--- config.mk ---
export PLATFORM = sky130hd
export DESIGN_NAME = branch_predict_unit
export DESIGN_NICKNAME = d
export VERILOG_FILES = /design/src/rtl/branch_predict_unit.sv
export SDC_FILE = /design/constraint.sdc
export NUM_CORES = 1
export LEC_CHECK = 0
export ABC_AREA = 0
export CAP_MARGIN = 20
export CORE_ASPECT_RATIO = 1.5
export CORE_UTILIZATION = 28
export DETAILED_ROUTE_END_ITERATION = 10
export HOLD_SLACK_MARGIN = 0.02
export PLACE_DENSITY_LB_ADDON = 0.15
export SKIP_CTS_REPAIR_TIMING = 1
export SLEW_MARGIN = 15
export SYNTH_ARGS = -nofsm -noshare
export SYNTH_HDL_FRONTEND = slang
export SYNTH_SLANG_ARGS = --single-unit
--- constraint.sdc ---
create_clock -name i_clk -period 6.4 [get_ports i_clk]
set_input_delay 0.64 -clock i_clk [delete_from_list [all_inputs] [get_ports i_clk]]
set_output_delay 0.64 -clock i_clk [all_outputs]
set_load 0.005 [all_outputs]
--- src/rtl/branch_predict_unit.sv ---
// E-stage branch resolution plus a direct-mapped BHT of 2-bit saturating counters for D-stage prediction.
// Optional performance counters are enabled by defining BRANCH_PERF_CNT_EN.
module branch_predict_unit #(
    parameter int         BHT_DEPTH = 64,
    parameter int         PC_W      = 32,
    parameter logic [1:0] CTR_INIT  = 2'b01,
    parameter int         PERF_W    = 32
) (
    input  logic              i_clk,
    input  logic              i_rst,
    input  logic [PC_W-1:0]   i_pc_d,
    output logic              o_pred_taken_d,
    input  logic [PC_W-1:0]   i_pc_e,
    input  logic              i_valid_e,
    input  logic              i_stall_e,
    input  logic              i_branch_e,
    input  logic [2:0]        i_f3_e,
    input  logic              i_zero_e,
    input  logic              i_alu_out_lsb_e,
    input  logic              i_pred_taken_e,
    output logic              o_branch_taken_e,
    output logic              o_mispredict_e,
    output logic [PERF_W-1:0] o_perf_branches,
    output logic [PERF_W-1:0] o_perf_mispredicts
);
    localparam int IDX_W = $clog2(BHT_DEPTH);

    generate
        if (BHT_DEPTH < 4 || BHT_DEPTH > 1024 || (BHT_DEPTH & (BHT_DEPTH - 1)) != 0) begin : g_bad_depth
            $error("branch_predict_unit: BHT_DEPTH must be a power of 2 in 4..1024");
        end
    endgenerate

    logic [1:0]       bht_q [BHT_DEPTH];
    logic [1:0]       bht_d [BHT_DEPTH];
    logic [IDX_W-1:0] idx_d;
    logic [IDX_W-1:0] idx_e;
    logic             cond_met;
    logic             branch_live;
    logic             update_en;
    logic [1:0]       ctr_e;
    logic [1:0]       ctr_upd;
    logic             unused_pc_bits;

    assign idx_d = i_pc_d[IDX_W+1:2];
    assign idx_e = i_pc_e[IDX_W+1:2];
    assign unused_pc_bits = ^{i_pc_d[PC_W-1:IDX_W+2], i_pc_d[1:0],
                              i_pc_e[PC_W-1:IDX_W+2], i_pc_e[1:0]};

    // D reads the registered table directly, so a same-cycle E update is not visible.
    assign o_pred_taken_d = bht_q[idx_d][1];

    always_comb begin
        cond_met = 1'b0;
        case (i_f3_e)
            3'b000:          cond_met = i_zero_e;
            3'b001:          cond_met = ~i_zero_e;
            3'b100, 3'b110:  cond_met = i_alu_out_lsb_e;
            3'b101, 3'b111:  cond_met = ~i_alu_out_lsb_e;
            default:         cond_met = 1'b0;
        endcase
    end

    assign branch_live      = i_valid_e & i_branch_e;
    assign o_branch_taken_e = branch_live & cond_met;
    assign o_mispredict_e   = branch_live & (o_branch_taken_e ^ i_pred_taken_e);
    assign update_en        = branch_live & ~i_stall_e;

    assign ctr_e = bht_q[idx_e];

    always_comb begin
        ctr_upd = ctr_e;
        if (o_branch_taken_e) begin
            if (ctr_e != 2'b11) ctr_upd = ctr_e + 2'd1;
        end else begin
            if (ctr_e != 2'b00) ctr_upd = ctr_e - 2'd1;
        end
    end

    always_comb begin
        bht_d = bht_q;
        if (update_en) bht_d[idx_e] = ctr_upd;
    end

    always_ff @(posedge i_clk or posedge i_rst) begin
        if (i_rst) begin
            for (int i = 0; i < BHT_DEPTH; i++) bht_q[i] <= CTR_INIT;
        end else begin
            bht_q <= bht_d;
        end
    end

`ifdef BRANCH_PERF_CNT_EN
    logic [PERF_W-1:0] perf_br_q;
    logic [PERF_W-1:0] perf_br_d;
    logic [PERF_W-1:0] perf_mp_q;
    logic [PERF_W-1:0] perf_mp_d;

    always_comb begin
        perf_br_d = perf_br_q;
        perf_mp_d = perf_mp_q;
        if (update_en) begin
            perf_br_d = perf_br_q + 1'b1;
            if (o_mispredict_e) perf_mp_d = perf_mp_q + 1'b1;
        end
    end

    always_ff @(posedge i_clk or posedge i_rst) begin
        if (i_rst) begin
            perf_br_q <= '0;
            perf_mp_q <= '0;
        end else begin
            perf_br_q <= perf_br_d;
            perf_mp_q <= perf_mp_d;
        end
    end

    assign o_perf_branches    = perf_br_q;
    assign o_perf_mispredicts = perf_mp_q;
`else
    assign o_perf_branches    = '0;
    assign o_perf_mispredicts = '0;
`endif

endmodule
==> run summary, run 1 <==
Routed WL per cell - 20.18 um
drt pass-1 iters - 4
CP cell instances - clkdlybuf4s50_1 > mux4_2 > mux4_2 > mux4_2 > clkdlybuf4s50_1
max_cap viols - 0
final setup fails - 0
Mapped Area - 0.007366 sq mm
pin count of the biggest net entering global routing - 80
R2R Path Start - bht_q[125]
top cells by count, synth - nand2_1, mux2_2, o21ai_0
Cell variety after synth - 52
vias in the first global route - 5,226
Hold Vio Cnt, Final - 0
first-pass GRT wire length - 33.04 mm
fmax - 225.3 MHz
Regs by FF count - bht_q x128
Syn Inst Count - 690
RSZ-0062 raised after global routing - no
Pleak - 3.368 nW
R2R Setup Slk - 3.46 ns
startpoint type of the worst setup path - primary input
CP required - 5.76 ns
yosys warns - 0
Storage cell area - 0.003283 sq mm
vias - 5,148
Synth area leader - dfstp_2
ranking of synthesized cells by area - dfstp_2, dfrtp_1, mux2_2
worst ir drop on vdd - 170.9 uV
worst min-delay path class - flip-flop to flip-flop
RePlAce Congestion - 0.7825
PwrDens - 234.5 mW/mm^2
CP startpoint - i_pc_d[3]
Die Y - 200.6 um
Crit Path Class - primary input to output port
CTS tree - done
clk buf depth - 2
Clk Latency, worst-skew pair - 0.43 ns
# fillers - 2,643
antenna cell count - 0
crit path DAT - 3.80 ns
max incr delay on CP - 1.19 ns
Final Util - 32.13%
Post-synth ARST share - 100.0%
most frequent cell after synthesis - nand2_1
DRC - 0
Port Buffers - 25
worst hold start - bht_q[26]
relative slew slack - 21.94%
commonest register cell after synthesis - dfstp_2
#FFs+latches synth - 128
Synth Area in Compound Gates - 10.72%
Total Routing Usage GR - 16.78%
Synth Area in Adders - 0.3227%
Tcrit/Tclk final - 69.34%
clock-pin slew on the worst setup and hold paths - 0.06 ns
CTS H-Tree Depth - 4
number of synthesized flops with an enable pin - 0
post-synthesis xor/xnor area fraction - 0.3567%
largest reg by FF count - bht_q
worst clock skew - 0.01476 ns
clk sink count - 128
root buffer cell - clkbuf_16
# rows - 72
vias per cell - 4.875
Worst Tran Pin Value - 1.167 ns
Multi-input gate area - 0.003592 sq mm
CP Capture Type - output port
max reg flops - 128
DRT antenna net count - 0
I/O Pins - 142
HPWL Detailed - 14.54 mm
Num CTS Buffers - 17
final slew viol count - 0
CP max-delay cell - clkdlybuf4s50_1
Worst Path Max Fanout - 16
Area Growth Syn to Fin - 12.77%
Yosys top cell area share - 22.83%
Congestion Overflow GR - 0
layout cells sized above 1 - 30.84%
Starting Density - 28.49%
initial DRC count - 234
chip width - 134.4 um
Net count, final - 785
antenna violations before repair - 0
most frequent CP cell - mux4_2
minimum clock period - 4.438 ns
Die Area - 0.02697 sq mm
syn avg cell area - 10.68 sq um
status - completed
Post-Route Setup TNS - 0 ns
core area - 0.02585 sq mm
post-synthesis sequential area ratio - 44.57%
Synth Area in Simple Gates - 12.03%
Routed Wire Length - 21.31 mm
mux cell area share after synthesis - 21.90%
combinational family with the most area after synthesis - multiplexers
-- layer usage --
metal / track usage [%] / part of all wire [%] / up-vias
li1: - / - / 2388
met1: 20.91 / 42 / 2554
met2: 28.13 / 50 / 168
met3: 2.727 / 4.2 / 38
met4: 7.905 / 3.6 / 0
met5: 0 / 0 / -
-- kinds of logic (layout without fill, tap and decap cells) --
family / after synthesis / in the layout
XOR/XNOR: 3 / 3
buffers and inverters: 111 / 81
other: 1 / 64
flip-flops: 128 / 128
multiplexers: 118 / 118
adder cells (fa/ha/maj): 2 / 2
AND/OR/NAND/NOR: 203 / 203
AO/OA/AOI/OAI: 124 / 124
-- cells in the final DEF (no fill, tap or decap), drive strengths merged, types with 3 or more instances in the layout --
cell type      Yosys  final
dfstp             64     64
nand3b             8      8
nor2              15     15
and3               4      4
mux2i             19     19
conb               1     64
o21ai             68     68
mux4              27     27
a221oi             3      3
clkinv             1      6
nand2            139    139
a221o              3      3
o31ai              3      3
clkbuf            17     22
nor2b             10     10
o211ai             3      3
clkinvlp           0      3
nor3               9      9
nand3              7      7
dfrtp             64     64
clkdlybuf4s50      0     22
nor3b              3      3
inv                6      6
buf               87     20
mux2              72     72
a21oi              9      9
o22ai              5      5
a32o               3      3
a22oi              6      6
a22o               5      5
o2bb2ai            3      3
-- power breakdown --
group	internal [mW]	switching (mW)	total (mW)
clock network	0.602	0.371	0.973
registers	0.823	0.00411	0.827
logic	0.0463	0.102	0.148
-- critical path: cells and delay by family --
family,cells,cell delay (ns)
buffers and inverters,2,1.67
multiplexers,3,1.47
-- path summary, 6_finish.rpt --
path | cells after the start | endpoint
setup / recovery | 5 | o_pred_taken_d
hold / removal | 2 | bht_q[26]
setup reg to reg | 7 | bht_q[51]
hold reg to reg | 2 | bht_q[26]
max in group asynchronous | 4 | bht_q[81]
min in group asynchronous | 2 | bht_q[101]
-- per-stage QoR --
step	setup WS, ns	cell area, sq um	std cells	hold slack [ns]	total power [mW]
after floorplan	2.453	7602	753	0.4548	0.9593
after global placement	1.757	7644	1019	0.4612	0.9852
after detailed placement	1.948	7694	1023	0.4691	0.9883
after CTS	1.948	8279	1055	0.4776	1.971
after global routing	1.915	8307	1056	0.4896	2.018
final	1.962	8307	1056	0.4734	1.948
-- area by class of cell --
cell class | instances | share of cell area [%]
Inverter | 7 | 0.3464
Sequential cell | 128 | 39.52
Clock buffer | 22 | 5.709
Multi-Input combinational cell | 514 | 43.24
Tap cell | 333 | 5.016
Timing Repair Buffer | 42 | 4.820
Clock inverter | 10 | 1.341
Note: power is estimated with default switching activity, not from simulation.
==> run 2, diff against run 1 <==
clock period = 4.2 ns   (was 6.4 ns; I/O delays follow)
==> run summary, run 2 (same netlist as run 1, synthesis figures left out) <==
CTS tree - done
Die Y - 200.6 um (unchanged)
Post-Route Setup TNS - 0 ns (unchanged)
I/O Pins - 142 (unchanged)
Net count, final - 800 (+1.9%)
Clk Latency, worst-skew pair - 0.42 ns (about the same)
clk buf depth - 2 (unchanged)
final slew viol count - 0 (unchanged)
status - completed
max_cap viols - 0 (unchanged)
CTS H-Tree Depth - 4 (unchanged)
CP required - 3.78 ns (-1.98 ns)
core area - 0.02585 sq mm (unchanged)
# rows - 72 (unchanged)
vias per cell - 4.879 (about the same)
Place WS - 0.4156 ns (-1.533 ns)
PwrDens - 353.3 mW/mm^2 (+51%)
Worst Path Max Fanout - 16 (unchanged)
commonest non-fill, non-tap cell in the layout - nand2_1
Worst Tran Pin Value - 0.9480 ns (-0.2186 ns)
Starting Density - 28.49% (unchanged)
Routed WL per cell - 20.77 um (+2.9%)
Hold Vio Cnt, Final - 0 (unchanged)
drt pass-1 iters - 5 (+1)
Congestion Overflow GR - 0 (unchanged)
largest reg by FF count - bht_q
Die Area - 0.02697 sq mm (unchanged)
worst min-delay path class - primary input to async pin
first-pass GRT wire length - 34.50 mm (+4.4%)
total power - 2.968 mW (+52%)
CP Capture Type - output port
Port Buffers - 25 (unchanged)
most frequent cells in the layout - nand2_1, mux2_2, o21ai_0
hold slack - 0.4476 ns (-0.02583 ns)
chip width - 134.4 um (unchanged)
antenna violations before repair - 0 (unchanged)
Crit Path Class - primary input to output port
antenna cell count - 0 (unchanged)
DRC - 0 (unchanged)
HPWL Detailed - 15.53 mm (+6.8%)
Regs by FF count - bht_q x128
RePlAce Congestion - 0.8013 (+2.4%)
Routed Wire Length - 22.20 mm (+4.2%)
crit path DAT - 3.20 ns (-0.60 ns)
RSZ-0062 raised after global routing - no
max reg flops - 128 (unchanged)
layout cells sized above 1 - 31.39% (+0.54 points)
most frequent CP cell - mux4_2
final setup fails - 0 (unchanged)
startpoint type of the worst setup path - primary input
Tcrit/Tclk final - 86.15%
Pleak - 3.445 nW (+2.3%)
relative slew slack - 36.56% (+15 points)
Num CTS Buffers - 17 (unchanged)
vias in the first global route - 5,645 (+8.0%)
minimum clock period - 3.618 ns
pin count of the biggest net entering global routing - 78 (-2.5%)
max incr delay on CP - 0.57 ns (-0.62 ns)
fmax - 276.4 MHz
vias - 5,216 (+1.3%)
CP max-delay cell - mux4_2
initial DRC count - 265 (+13%)
fin worst setup slack - 0.5819 ns (-1.380 ns)
root buffer cell - clkbuf_16
DRT antenna net count - 0 (unchanged)
CP cell instances - clkdlybuf4s50_1 > buf_12 > mux4_2 > mux4_2 > mux4_2 > clkdlybuf4s50_1
clock-pin slew on the worst setup and hold paths - 0.06 ns (about the same)
Area Growth Syn to Fin - 14.08%
worst ir drop on vdd - 259.4 uV (+52%)
Total Routing Usage GR - 17.49% (+0.70 points)
clk sink count - 128 (unchanged)
worst clock skew - 0.009959 ns (-0.004806 ns)
## run 2: per-layer routing
metal / GRT usage (%) / part of all wire (%) / wire length (um) / vias to the layer above
li1: - / - / - / 2397
met1: 20.45 / 41 / 9088 / 2598
met2: 30.57 / 52 / 11450 / 174
met3: 2.904 / 3.7 / 815 / 47
met4: 8.708 / 3.8 / 853 / 0
met5: 0 / 0 / 0 / -
## run 2: metrics by stage
step	utilization, %	cell area, sq um	std cells
3_5_place_dp	30.30	7834	1039
6_report	32.50	8403	1069
4_1_cts	32.50	8403	1069
5_1_grt	32.50	8403	1069
3_3_place_gp	30.30	7834	1039
2_1_floorplan	-	7602	753
## run 2: where the power goes
part           switching, mW  internal (mW)
Combinational          0.161         0.0777
Sequential           0.00666           1.25
Clock                  0.533          0.936
## run 2: cell type report
type | count | area (sq um)
fill | 2658 | 17450
sequential | 128 | 3283
timing repair buffer | 57 | 525.5
tap | 333 | 416.7
multi-input combinational | 514 | 3580
inverter | 7 | 28.78
clock inverter | 8 | 115.1
clock buffer | 22 | 454.2
## run 2: final timing paths
path | from | end | slack [ns] | depth (start not counted)
setup / recovery | i_pc_d[2] | o_pred_taken_d | 0.58 | 6
hold / removal | i_rst | bht_q[105] | 0.45 | 2
setup reg to reg | bht_q[107] | bht_q[61] | 1.26 | 7
hold reg to reg | bht_q[94] | bht_q[94] | 0.47 | 2
max in group asynchronous | i_rst | bht_q[92] | 2.85 | 3
min in group i_clk | bht_q[94] | bht_q[94] | 0.47 | 2
## run 2: worst max-delay path: cells and delay by family
family	cells	cell delay, ns
buf+inv	3	1.19
mux	3	1.58
==> run 3, diff against run 2 <==
CTS_BUF_LIST = sky130_fd_sc_hd__clkbuf_8   (was unset)
TNS_END_PERCENT = 1   (was unset)
==> run summary, run 3 (same netlist as run 1, synthesis figures left out) <==
pin count of the biggest net entering global routing - 78 (unchanged)
CP required - 3.78 ns (about the same)
vias - 5,266 (+0.96%)
layout cells sized above 1 - 31.39% (unchanged)
status - completed
chip width - 134.4 um (unchanged)
clk sink count - 128 (unchanged)
Worst Path Max Fanout - 16 (unchanged)
DRC - 0 (unchanged)
WL met1 - 9.102 mm (+0.15%)
Post-Route Setup TNS - 0 ns (unchanged)
clock-pin slew on the worst setup and hold paths - 0.07 ns (about the same)
Non-Filler Instances - 1,069 (unchanged)
Routed Wire Length - 22.22 mm (about the same)
Area Growth Syn to Fin - 11.48%
Routed WL per cell - 20.79 um (about the same)
antenna violations before repair - 0 (unchanged)
drt pass-1 iters - 4 (-1)
Highest Signal Layer - met4
Final Util - 31.76% (-0.74 points)
most frequent cells in the layout - nand2_1, mux2_2, o21ai_0
CTS tree - done
worst ir drop on vdd - 183.0 uV (-29%)
Clk Latency, worst-skew pair - 0.46 ns (+0.04 ns)
CP startpoint - i_pc_d[2]
RePlAce Congestion - 0.8013 (unchanged)
# rows - 72 (unchanged)
PwrDens - 312.4 mW/mm^2 (-12%)
final setup fails - 0 (unchanged)
startpoint type of the worst setup path - primary input
Hold Vio Cnt, Final - 0 (unchanged)
I/O Pins - 142 (unchanged)
R2R Path Start - bht_q[107]
Pleak - 3.374 nW (-2.1%)
relative slew slack - 40.52% (+4.0 points)
Total Routing Usage GR - 17.48% (about the same)
clk buf depth - 2 (unchanged)
HPWL Detailed - 15.53 mm (unchanged)
Net count, final - 800 (unchanged)
Worst Tran Pin Value - 0.8889 ns (-0.05917 ns)
initial DRC count - 254 (-4.2%)
worst clock skew - 0.01485 ns (+0.004895 ns)
RSZ-0062 raised after global routing - no
Tcrit/Tclk final - 86.41% (+0.26 points)
Regs by FF count - bht_q x128
Die Area - 0.02697 sq mm (unchanged)
metal3 WL - 849 um (+4.2%)
Congestion Overflow GR - 0 (unchanged)
first-pass GRT wire length - 34.41 mm (-0.26%)
Crit Path Class - primary input to output port
max reg flops - 128 (unchanged)
vias in the first global route - 5,621 (-0.43%)
vias per cell - 4.926 (+0.96%)
antenna cell count - 0 (unchanged)
CTS H-Tree Depth - 4 (unchanged)
Die Y - 200.6 um (unchanged)
CP Capture Type - output port
Inst Count DP - 1,039 (unchanged)
# fillers - 2,687 (+1.1%)
worst min-delay path class - primary input to async pin
minimum clock period - 3.629 ns (+0.01093 ns)
largest reg by FF count - bht_q
core area - 0.02585 sq mm (unchanged)
Num CTS Buffers - 17 (unchanged)
Port Buffers - 25 (unchanged)
crit path DAT - 3.21 ns (about the same)
DR WL met2 - 11.47 mm (+0.23%)
fmax - 275.6 MHz (-0.30%)
DRT antenna net count - 0 (unchanged)
commonest non-fill, non-tap cell in the layout - nand2_1
Starting Density - 28.49% (unchanged)
root buffer cell - clkbuf_8
max_cap viols - 0 (unchanged)
final slew viol count - 0 (unchanged)
-- run 3: path summary, 6_finish.rpt --
kind	endpoint	cells past startpoint	slack, ns
worst max-delay path	o_pred_taken_d	6	0.57
worst min-delay path	bht_q[105]	2	0.41
worst max register to register	bht_q[61]	7	1.27
worst min register to register	bht_q[2]	2	0.48
max in group asynchronous	bht_q[88]	3	2.89
min in group i_clk	bht_q[2]	2	0.48
-- run 3: routing by layer --
layer	vias up	GRT usage (%)
li1	2396	-
met2	186	30.55
met4	0	8.628
met5	-	0
met3	43	2.500
met1	2641	20.74
-- run 3: power breakdown --
part           internal, mW  switching [mW]  total (mW)
Combinational        0.0777           0.161       0.239
Clock                 0.581           0.486        1.07
Sequential             1.25         0.00660        1.26
Total                  1.91           0.654        2.57
-- run 3: layout make-up --
class,instances,area (sq um),area share (%)
multi-input cells,514,3580,43.59
well taps,333,416.7,5.074
repair buffers,57,525.5,6.400
clock buffers,18,247.7,3.017
flip-flops and latches,128,3283,39.98
clock inverters,12,130.1,1.585
inverters,7,28.78,0.3504
-- run 3: critical path, stage by stage --
cell	delay (ns)
clkdlybuf4s50_1	0.50
buf_12	0.22
mux4_2	0.57
mux4_2	0.52
mux4_2	0.50
clkdlybuf4s50_1	0.47
-- run 3: metrics by stage --
step / power (mW) / worst slack [ns] / hold WS (ns) / cell area [sq um]
after floorplan: 1.462 / 0.4733 / 0.4548 / 7602
after global placement: 1.520 / 0.3964 / 0.4630 / 7834
after detailed placement: 1.521 / 0.4156 / 0.4699 / 7834
after CTS: 2.604 / 0.5637 / 0.4215 / 8212
after global routing: 2.668 / 0.5097 / 0.4619 / 8212
final: 2.565 / 0.5709 / 0.4065 / 8212
